--- config.mk ---
export PLATFORM = sky130hd
export DESIGN_NAME = cpu_ctrl_fsm
export DESIGN_NICKNAME = d
export VERILOG_FILES = /design/src/rtl/cpu_ctrl_pkg.sv /design/src/rtl/mem_wait_timer.sv /design/src/rtl/cpu_ctrl_fsm.sv
export SDC_FILE = /design/constraint.sdc
export NUM_CORES = 1
export LEC_CHECK = 0
export CORE_MARGIN = 2
export CORE_UTILIZATION = 40
export CTS_CLUSTER_SIZE = 12
export DETAILED_ROUTE_END_ITERATION = 12
export HOLD_SLACK_MARGIN = 0.05
export PLACE_DENSITY = 0.78
export SETUP_SLACK_MARGIN = 0.02
export SYNTH_ARGS = -nofsm -noshare
export SYNTH_HDL_FRONTEND = slang
export SYNTH_SLANG_ARGS = --single-unit
--- constraint.sdc ---
create_clock -name clk -period 2.2 [get_ports clk]
set_clock_uncertainty 0.15 [all_clocks]
set_input_delay 0.55 -clock clk [delete_from_list [all_inputs] [get_ports clk]]
set_output_delay 0.55 -clock clk [all_outputs]
set_load 0.05 [all_outputs]
--- src/rtl/cpu_ctrl_pkg.sv ---
// rtl/cpu_ctrl_pkg.sv - shared state encoding, field codes and branch-condition helpers for cpu_ctrl_fsm
package cpu_ctrl_pkg;

    typedef enum logic [4:0] {
        S_RST, S_IF1, S_IF2, S_UPD, S_DECODE,
        S_GETA, S_GETB, S_ALU, S_WREG, S_COMP, S_WIMM,
        S_MLA, S_MLB, S_CADDR, S_LADDR, S_FETCH, S_M2R, S_WMEM,
        S_BR, S_HALT, S_ERROR
    } state_t;

    localparam logic [1:0] VSEL_C     = 2'b00;
    localparam logic [1:0] VSEL_PC    = 2'b01;
    localparam logic [1:0] VSEL_IMM   = 2'b10;
    localparam logic [1:0] VSEL_MDATA = 2'b11;

    localparam logic [1:0] MEM_NONE  = 2'b00;
    localparam logic [1:0] MEM_READ  = 2'b01;
    localparam logic [1:0] MEM_WRITE = 2'b10;

    localparam logic [2:0] OPC_BRANCH = 3'b001;
    localparam logic [2:0] OPC_LDR    = 3'b011;
    localparam logic [2:0] OPC_STR    = 3'b100;
    localparam logic [2:0] OPC_ALU    = 3'b101;
    localparam logic [2:0] OPC_MOV    = 3'b110;
    localparam logic [2:0] OPC_HALT   = 3'b111;

    localparam logic [1:0] ERR_NONE    = 2'b00;
    localparam logic [1:0] ERR_TIMEOUT = 2'b01;
    localparam logic [1:0] ERR_ILLEGAL = 2'b10;

    function automatic logic is_wait_state(input state_t s);
        return (s == S_IF1) || (s == S_FETCH) || (s == S_WMEM);
    endfunction

    function automatic logic cond_legal(input logic [2:0] c);
        return c <= 3'b100;
    endfunction

    // flags are {N,V,Z}
    function automatic logic cond_met(input logic [2:0] c, input logic [2:0] f);
        logic lt;
        lt = f[2] ^ f[1];
        case (c)
            3'b000:  return 1'b1;
            3'b001:  return f[0];
            3'b010:  return !f[0];
            3'b011:  return lt;
            3'b100:  return lt | f[0];
            default: return 1'b0;
        endcase
    endfunction

endpackage

--- src/rtl/mem_wait_timer.sv ---
// rtl/mem_wait_timer.sv - per-access mem_rdy wait counter; expired flags the last allowed wait cycle
module mem_wait_timer #(
    parameter int TIMEOUT = 15
) (
    input  logic clk,
    input  logic rst_n,
    input  logic clr,
    input  logic en,
    output logic expired
);

    localparam int CNT_W = $clog2(TIMEOUT + 1);
    localparam logic [CNT_W-1:0] LAST = CNT_W'(TIMEOUT - 1);

    logic [CNT_W-1:0] count;

    // saturates at LAST so an idle enable outside a wait state never wraps
    always_ff @(posedge clk or negedge rst_n) begin
        if (!rst_n) begin
            count <= '0;
        end else if (clr) begin
            count <= '0;
        end else if (en && !expired) begin
            count <= count + CNT_W'(1);
        end
    end

    assign expired = (count == LAST);

endmodule

--- src/rtl/cpu_ctrl_fsm.sv ---
// rtl/cpu_ctrl_fsm.sv - multicycle RISC control FSM with mem_rdy handshake and timeout
// Optional conditional branches enabled by defining CPU_CTRL_BRANCH_EN.
module cpu_ctrl_fsm
    import cpu_ctrl_pkg::*;
#(
    parameter int TIMEOUT = 15,
    parameter int NSEL_W  = 3
) (
    input  logic              clk,
    input  logic              rst_n,
    input  logic [2:0]        opcode,
    input  logic [1:0]        op,
    input  logic [1:0]        in_sh,
    input  logic [2:0]        cond,
    input  logic [2:0]        nvz,
    input  logic              mem_rdy,
    output logic              loada,
    output logic              loadb,
    output logic              loadc,
    output logic              loads,
    output logic              write,
    output logic [NSEL_W-1:0] nsel,
    output logic [1:0]        vsel,
    output logic [1:0]        sel,
    output logic [1:0]        sh,
    output logic              reset_pc,
    output logic              load_pc,
    output logic              addr_sel,
    output logic              load_ir,
    output logic              load_addr,
    output logic              pc_sel,
    output logic [1:0]        mem_cmd,
    output logic              halted,
    output logic [1:0]        err
);

    localparam logic [NSEL_W-1:0] NSEL_RN = NSEL_W'(1);
    localparam logic [NSEL_W-1:0] NSEL_RM = NSEL_W'(2);
    localparam logic [NSEL_W-1:0] NSEL_RD = NSEL_W'(1) << (NSEL_W - 1);

    state_t     state, state_next;
    logic [1:0] err_next;
    logic       illegal;
    logic       expired;

    mem_wait_timer #(.TIMEOUT(TIMEOUT)) u_timer (
        .clk     (clk),
        .rst_n   (rst_n),
        .clr     (state_next != state),
        .en      (is_wait_state(state) && !mem_rdy),
        .expired (expired)
    );

`ifndef CPU_CTRL_BRANCH_EN
    logic unused_branch_inputs;
    assign unused_branch_inputs = ^{cond, nvz};
`endif

    always_ff @(posedge clk or negedge rst_n) begin
        if (!rst_n) begin
            state <= S_RST;
            err   <= ERR_NONE;
        end else begin
            state <= state_next;
            err   <= err_next;
        end
    end

    always_comb begin
        state_next = state;
        err_next   = err;
        illegal    = 1'b0;
        loada      = 1'b0;
        loadb      = 1'b0;
        loadc      = 1'b0;
        loads      = 1'b0;
        write      = 1'b0;
        nsel       = '0;
        vsel       = VSEL_C;
        sel        = 2'b00;
        sh         = 2'b00;
        reset_pc   = 1'b0;
        load_pc    = 1'b0;
        addr_sel   = 1'b0;
        load_ir    = 1'b0;
        load_addr  = 1'b0;
        pc_sel     = 1'b0;
        mem_cmd    = MEM_NONE;
        halted     = 1'b0;

        case (state)
            S_RST: begin
                reset_pc   = 1'b1;
                load_pc    = 1'b1;
                state_next = S_IF1;
            end
            S_IF1: begin
                addr_sel = 1'b1;
                mem_cmd  = MEM_READ;
                if (mem_rdy) state_next = S_IF2;
                else if (expired) begin
                    state_next = S_ERROR;
                    err_next   = ERR_TIMEOUT;
                end
            end
            S_IF2: begin
                addr_sel   = 1'b1;
                mem_cmd    = MEM_READ;
                load_ir    = 1'b1;
                state_next = S_UPD;
            end
            S_UPD: begin
                load_pc    = 1'b1;
                state_next = S_DECODE;
            end
            S_DECODE: begin
                case (opcode)
                    OPC_MOV: begin
                        if (op == 2'b10) state_next = S_WIMM;
                        else if (op == 2'b00) state_next = S_GETA;
                        else illegal = 1'b1;
                    end
                    OPC_ALU:          state_next = S_GETA;
                    OPC_LDR, OPC_STR: state_next = S_MLA;
                    OPC_HALT:         state_next = S_HALT;
`ifdef CPU_CTRL_BRANCH_EN
                    OPC_BRANCH: begin
                        if (op == 2'b00 && cond_legal(cond))
                            state_next = cond_met(cond, nvz) ? S_BR : S_IF1;
                        else
                            illegal = 1'b1;
                    end
`endif
                    default:          illegal = 1'b1;
                endcase
                if (illegal) begin
                    state_next = S_ERROR;
                    err_next   = ERR_ILLEGAL;
                end
            end
            S_GETA: begin
                loada      = 1'b1;
                nsel       = NSEL_RN;
                state_next = S_GETB;
            end
            S_GETB: begin
                loadb      = 1'b1;
                nsel       = NSEL_RM;
                state_next = (opcode == OPC_ALU && op == 2'b01) ? S_COMP : S_ALU;
            end
            S_ALU: begin
                loadc      = 1'b1;
                sh         = in_sh;
                sel        = (opcode == OPC_MOV || op == 2'b11) ? 2'b01 : 2'b00;
                state_next = S_WREG;
            end
            S_WREG: begin
                write      = 1'b1;
                nsel       = NSEL_RD;
                vsel       = VSEL_C;
                state_next = S_IF1;
            end
            S_COMP: begin
                loads      = 1'b1;
                sh         = in_sh;
                state_next = S_IF1;
            end
            S_WIMM: begin
                write      = 1'b1;
                nsel       = NSEL_RN;
                vsel       = VSEL_IMM;
                state_next = S_IF1;
            end
            S_MLA: begin
                loada      = 1'b1;
                nsel       = NSEL_RN;
                state_next = (opcode == OPC_STR) ? S_MLB : S_CADDR;
            end
            S_MLB: begin
                loadb      = 1'b1;
                nsel       = NSEL_RD;
                state_next = S_CADDR;
            end
            S_CADDR: begin
                loadc      = 1'b1;
                sel        = 2'b10;
                state_next = S_LADDR;
            end
            S_LADDR: begin
                // a store reuses this cycle to move Rd data into C for the write
                load_addr = 1'b1;
                if (opcode == OPC_STR) begin
                    loadc = 1'b1;
                    sel   = 2'b01;
                end
                state_next = (opcode == OPC_LDR) ? S_FETCH : S_WMEM;
            end
            S_FETCH: begin
                mem_cmd = MEM_READ;
                if (mem_rdy) state_next = S_M2R;
                else if (expired) begin
                    state_next = S_ERROR;
                    err_next   = ERR_TIMEOUT;
                end
            end
            S_M2R: begin
                mem_cmd    = MEM_READ;
                write      = 1'b1;
                nsel       = NSEL_RD;
                vsel       = VSEL_MDATA;
                state_next = S_IF1;
            end
            S_WMEM: begin
                mem_cmd = MEM_WRITE;
                if (mem_rdy) state_next = S_IF1;
                else if (expired) begin
                    state_next = S_ERROR;
                    err_next   = ERR_TIMEOUT;
                end
            end
            S_BR: begin
`ifdef CPU_CTRL_BRANCH_EN
                pc_sel  = 1'b1;
                load_pc = 1'b1;
`endif
                state_next = S_IF1;
            end
            S_HALT:  halted = 1'b1;
            S_ERROR: state_next = S_ERROR;
            default: state_next = S_ERROR;
        endcase
    end

endmodule

==> reports/qor.txt, run 1 <==
Async S/R FF share, synth: 1.00
Total GRT Usage: 0.327
clock buffer depth: 2
syn nets: 215
DR iter-0 viols: 200
# fillers: 159
Final Util: 0.892
Hold-fix buffers, CTS: 0
sequential area share after synthesis: 0.187
Placed Instance Area: 2580 µm²
first-pass GRT wire length: 10700 µm
number of synthesized register bits: 11
Gate power share: 0.885
diode count: 0
fmax: 401 MHz
leakage: 1.28 nW
critical path fanouts, max: 5
Starting Density: 0.408
CP Class: in -> reg
outcome: complete, but fails checks
top cell type's share of synthesized area: 0.187
die area: 4180 µm²
H-Tree Depth: 1
CTS clk-pin slew, worst paths: 0.05 ns
Post-synth EDFFs: 0
largest net degree at the start of global routing: 16
Rows: 22
commonest non-fill, non-tap cells in the layout: buf_4 (60), buf_12 (23), buf_6 (18)
die boundary width: 64.7 µm
final setup fails: 24
Final Cycle Share: 1.13
antenna violations before repair: 0
final WL: 7860 µm
wire per inst: 23.0 µm
VDD IR-drop max: 0.985 mV
metal3 WL: 605 µm
HP Class: reg -> reg
Final Non-Filler Cells: 342
dpl hpwl: 3950 µm
violated checks: setup timing
Synth Flop Type: dfrtp_1
drt first pass iters: 7
DP Cell Count: 313
final setup TNS: -3.09 ns
Internal Pwr Total: 2.37 mW
clk_lat worst skew: 0.24 ns
area added between synthesis and finish: 119%
ANT nets after route: 0
area of the mapped netlist: 1470 µm²
Critical Path AT: 2.48 ns
Vias per Instance: 6.46
total overflow reported by the global router: 0
clock tree from TritonCTS: yes
root buffer cell: clkbuf_8
Area contributors post-synth: dfrtp_1 (19%), a21oi_1 (5.4%), nand2_1 (4.3%)
die height: 64.7 µm
sequential power share: 0.072
core area: 3610 µm²
Residual DRC: 0
met1 wire length: 3100 µm
worst-margin pin slew: 0.514 ns
slew margin rel.: 0.656
design area: 3220 µm²
IO Port Bufs: 33
Top Ports: 41
pre-CTS WS: -0.538 ns
Sw Share: 0.501
net load switching power: 2.38 mW
Post-Syn Area per Cell: 7.47 µm²
routability cong.: 0.878
WHS: 0.419 ns
Netlist cell types: 60
overall power: 4.75 mW
vias in the first global route: 2098
vias: 2211
Critical Path RT: 2.19 ns
WL met2: 3750 µm
top layer in use: met4
CTS Buf Count: 3
Pwr Density: 1480 nW/µm²
endpoint type of the worst setup path: flip-flop
CP Launch Type: input pin
clock sink count: 11
Max-cap violations: 0
final net count: 313
most common cell after layout, fill and taps aside: buf_4
setup ws final: -0.294 ns
RSZ-0062 raised after global routing: true
Final Hold Fails: 0
yosys warns: 0
post-synth top area cell: dfrtp_1
Synth Instances: 197
Slew Limit Fails: 0
layout cells sized above 1: 0.619
post-layout min period: 2.49 ns
clock power share: 0.043
[cells in the mapped netlist, drive strengths merged, types with 2 or more instances]
library cell / instances
buf: 14
nor2: 11
xnor2: 2
o221ai: 2
nand3: 8
nor4bb: 3
or4b: 2
inv: 6
o21ai: 11
o211ai: 2
a31o: 2
o21a: 5
a22o: 2
mux2i: 3
nand2b: 9
dfrtp: 11
and2: 2
and3: 5
nand2: 17
nor4: 6
a221oi: 2
nor3b: 4
a21oi: 16
o22ai: 5
and3b: 2
and4b: 2
or2: 3
nand4: 3
nor3: 9
nor2b: 5
clkbuf: 4
ha: 2
[metal layers]
metal,vias up,track usage
met5,-,0
met3,50,0.0642
li1,933,-
met1,1072,0.398
met4,0,0.154
met2,156,0.552
[power groups by stage]
stage                     combinational (mW)  clock (mW)  sequential (mW)
after global placement                  2.98           0            0.322
after global routing                    4.33       0.213            0.343
after CTS                               3.67       0.202            0.322
final                                   4.20       0.204            0.343
after detailed placement                3.03           0            0.325
after floorplan                         1.91           0            0.312
[layout make-up]
cell class | count | area, µm² | share of cell area
sequential | 11 | 282 | 0.0875
clock buffer | 4 | 45.0 | 0.0140
multi-input combinational | 162 | 1560 | 0.483
timing repair buffer | 111 | 1240 | 0.387
inverter | 6 | 30.0 | 0.00933
tap | 48 | 60.1 | 0.0187
[state kept, by name, summed over array words and instances, names as in the netlist]
register and flops:
u_timer.count 4, err 2, state 5
[kinds of logic after synthesis]
family	share of synthesized area
other	0.00255
adder cells (fa/ha/maj)	0.0170
AND/OR/NAND/NOR	0.378
buffers and inverters	0.0842
AO/OA/AOI/OAI	0.293
multiplexers	0.0204
flip-flops	0.187
XOR/XNOR	0.0179
[worst paths after layout]
check                                   end  startpoint  cells past startpoint  slack (ns)
max                        u_timer.count[0]       op[0]                      8       -0.29
min                                  err[0]      err[0]                      2        0.42
max reg2reg                u_timer.count[0]    state[0]                      8       -0.26
min reg2reg                          err[0]      err[0]                      2        0.42
max in group asynchronous          state[2]       rst_n                      1        1.05
min in group asynchronous  u_timer.count[3]       rst_n                      1        0.49
[worst max-delay path, stage by stage]
cell and delay (ns):
clkdlybuf4s50_1 0.47, buf_4 0.17, o21ai_1 0.20, nand3_1 0.18, a31oi_1 0.31, buf_4 0.18, o21ai_0 0.13, nor4_2 0.28
[repair_timing]
action / 4_1_cts / 5_1_grt
pin swaps: 18 / 16
gates resized for setup: 66 / 33
endpoints found under the setup margin: 26 / 29
cloned: 1 / 0
setup buffers: 17 / 8
Power figures use the tool's default switching activity.
==> inputs of run 2 (changes only) <==
--- a/config.mk
+++ b/config.mk
@@ -12,6 +12,7 @@
 export HOLD_SLACK_MARGIN = 0.05
 export PLACE_DENSITY = 0.78
 export SETUP_SLACK_MARGIN = 0.02
+export SLEW_MARGIN = 40
 export SYNTH_ARGS = -nofsm -noshare
 export SYNTH_HDL_FRONTEND = slang
 export SYNTH_SLANG_ARGS = --single-unit
==> results of run 2 <==
Final layout, timing and power as in run 1 (identical DEF).
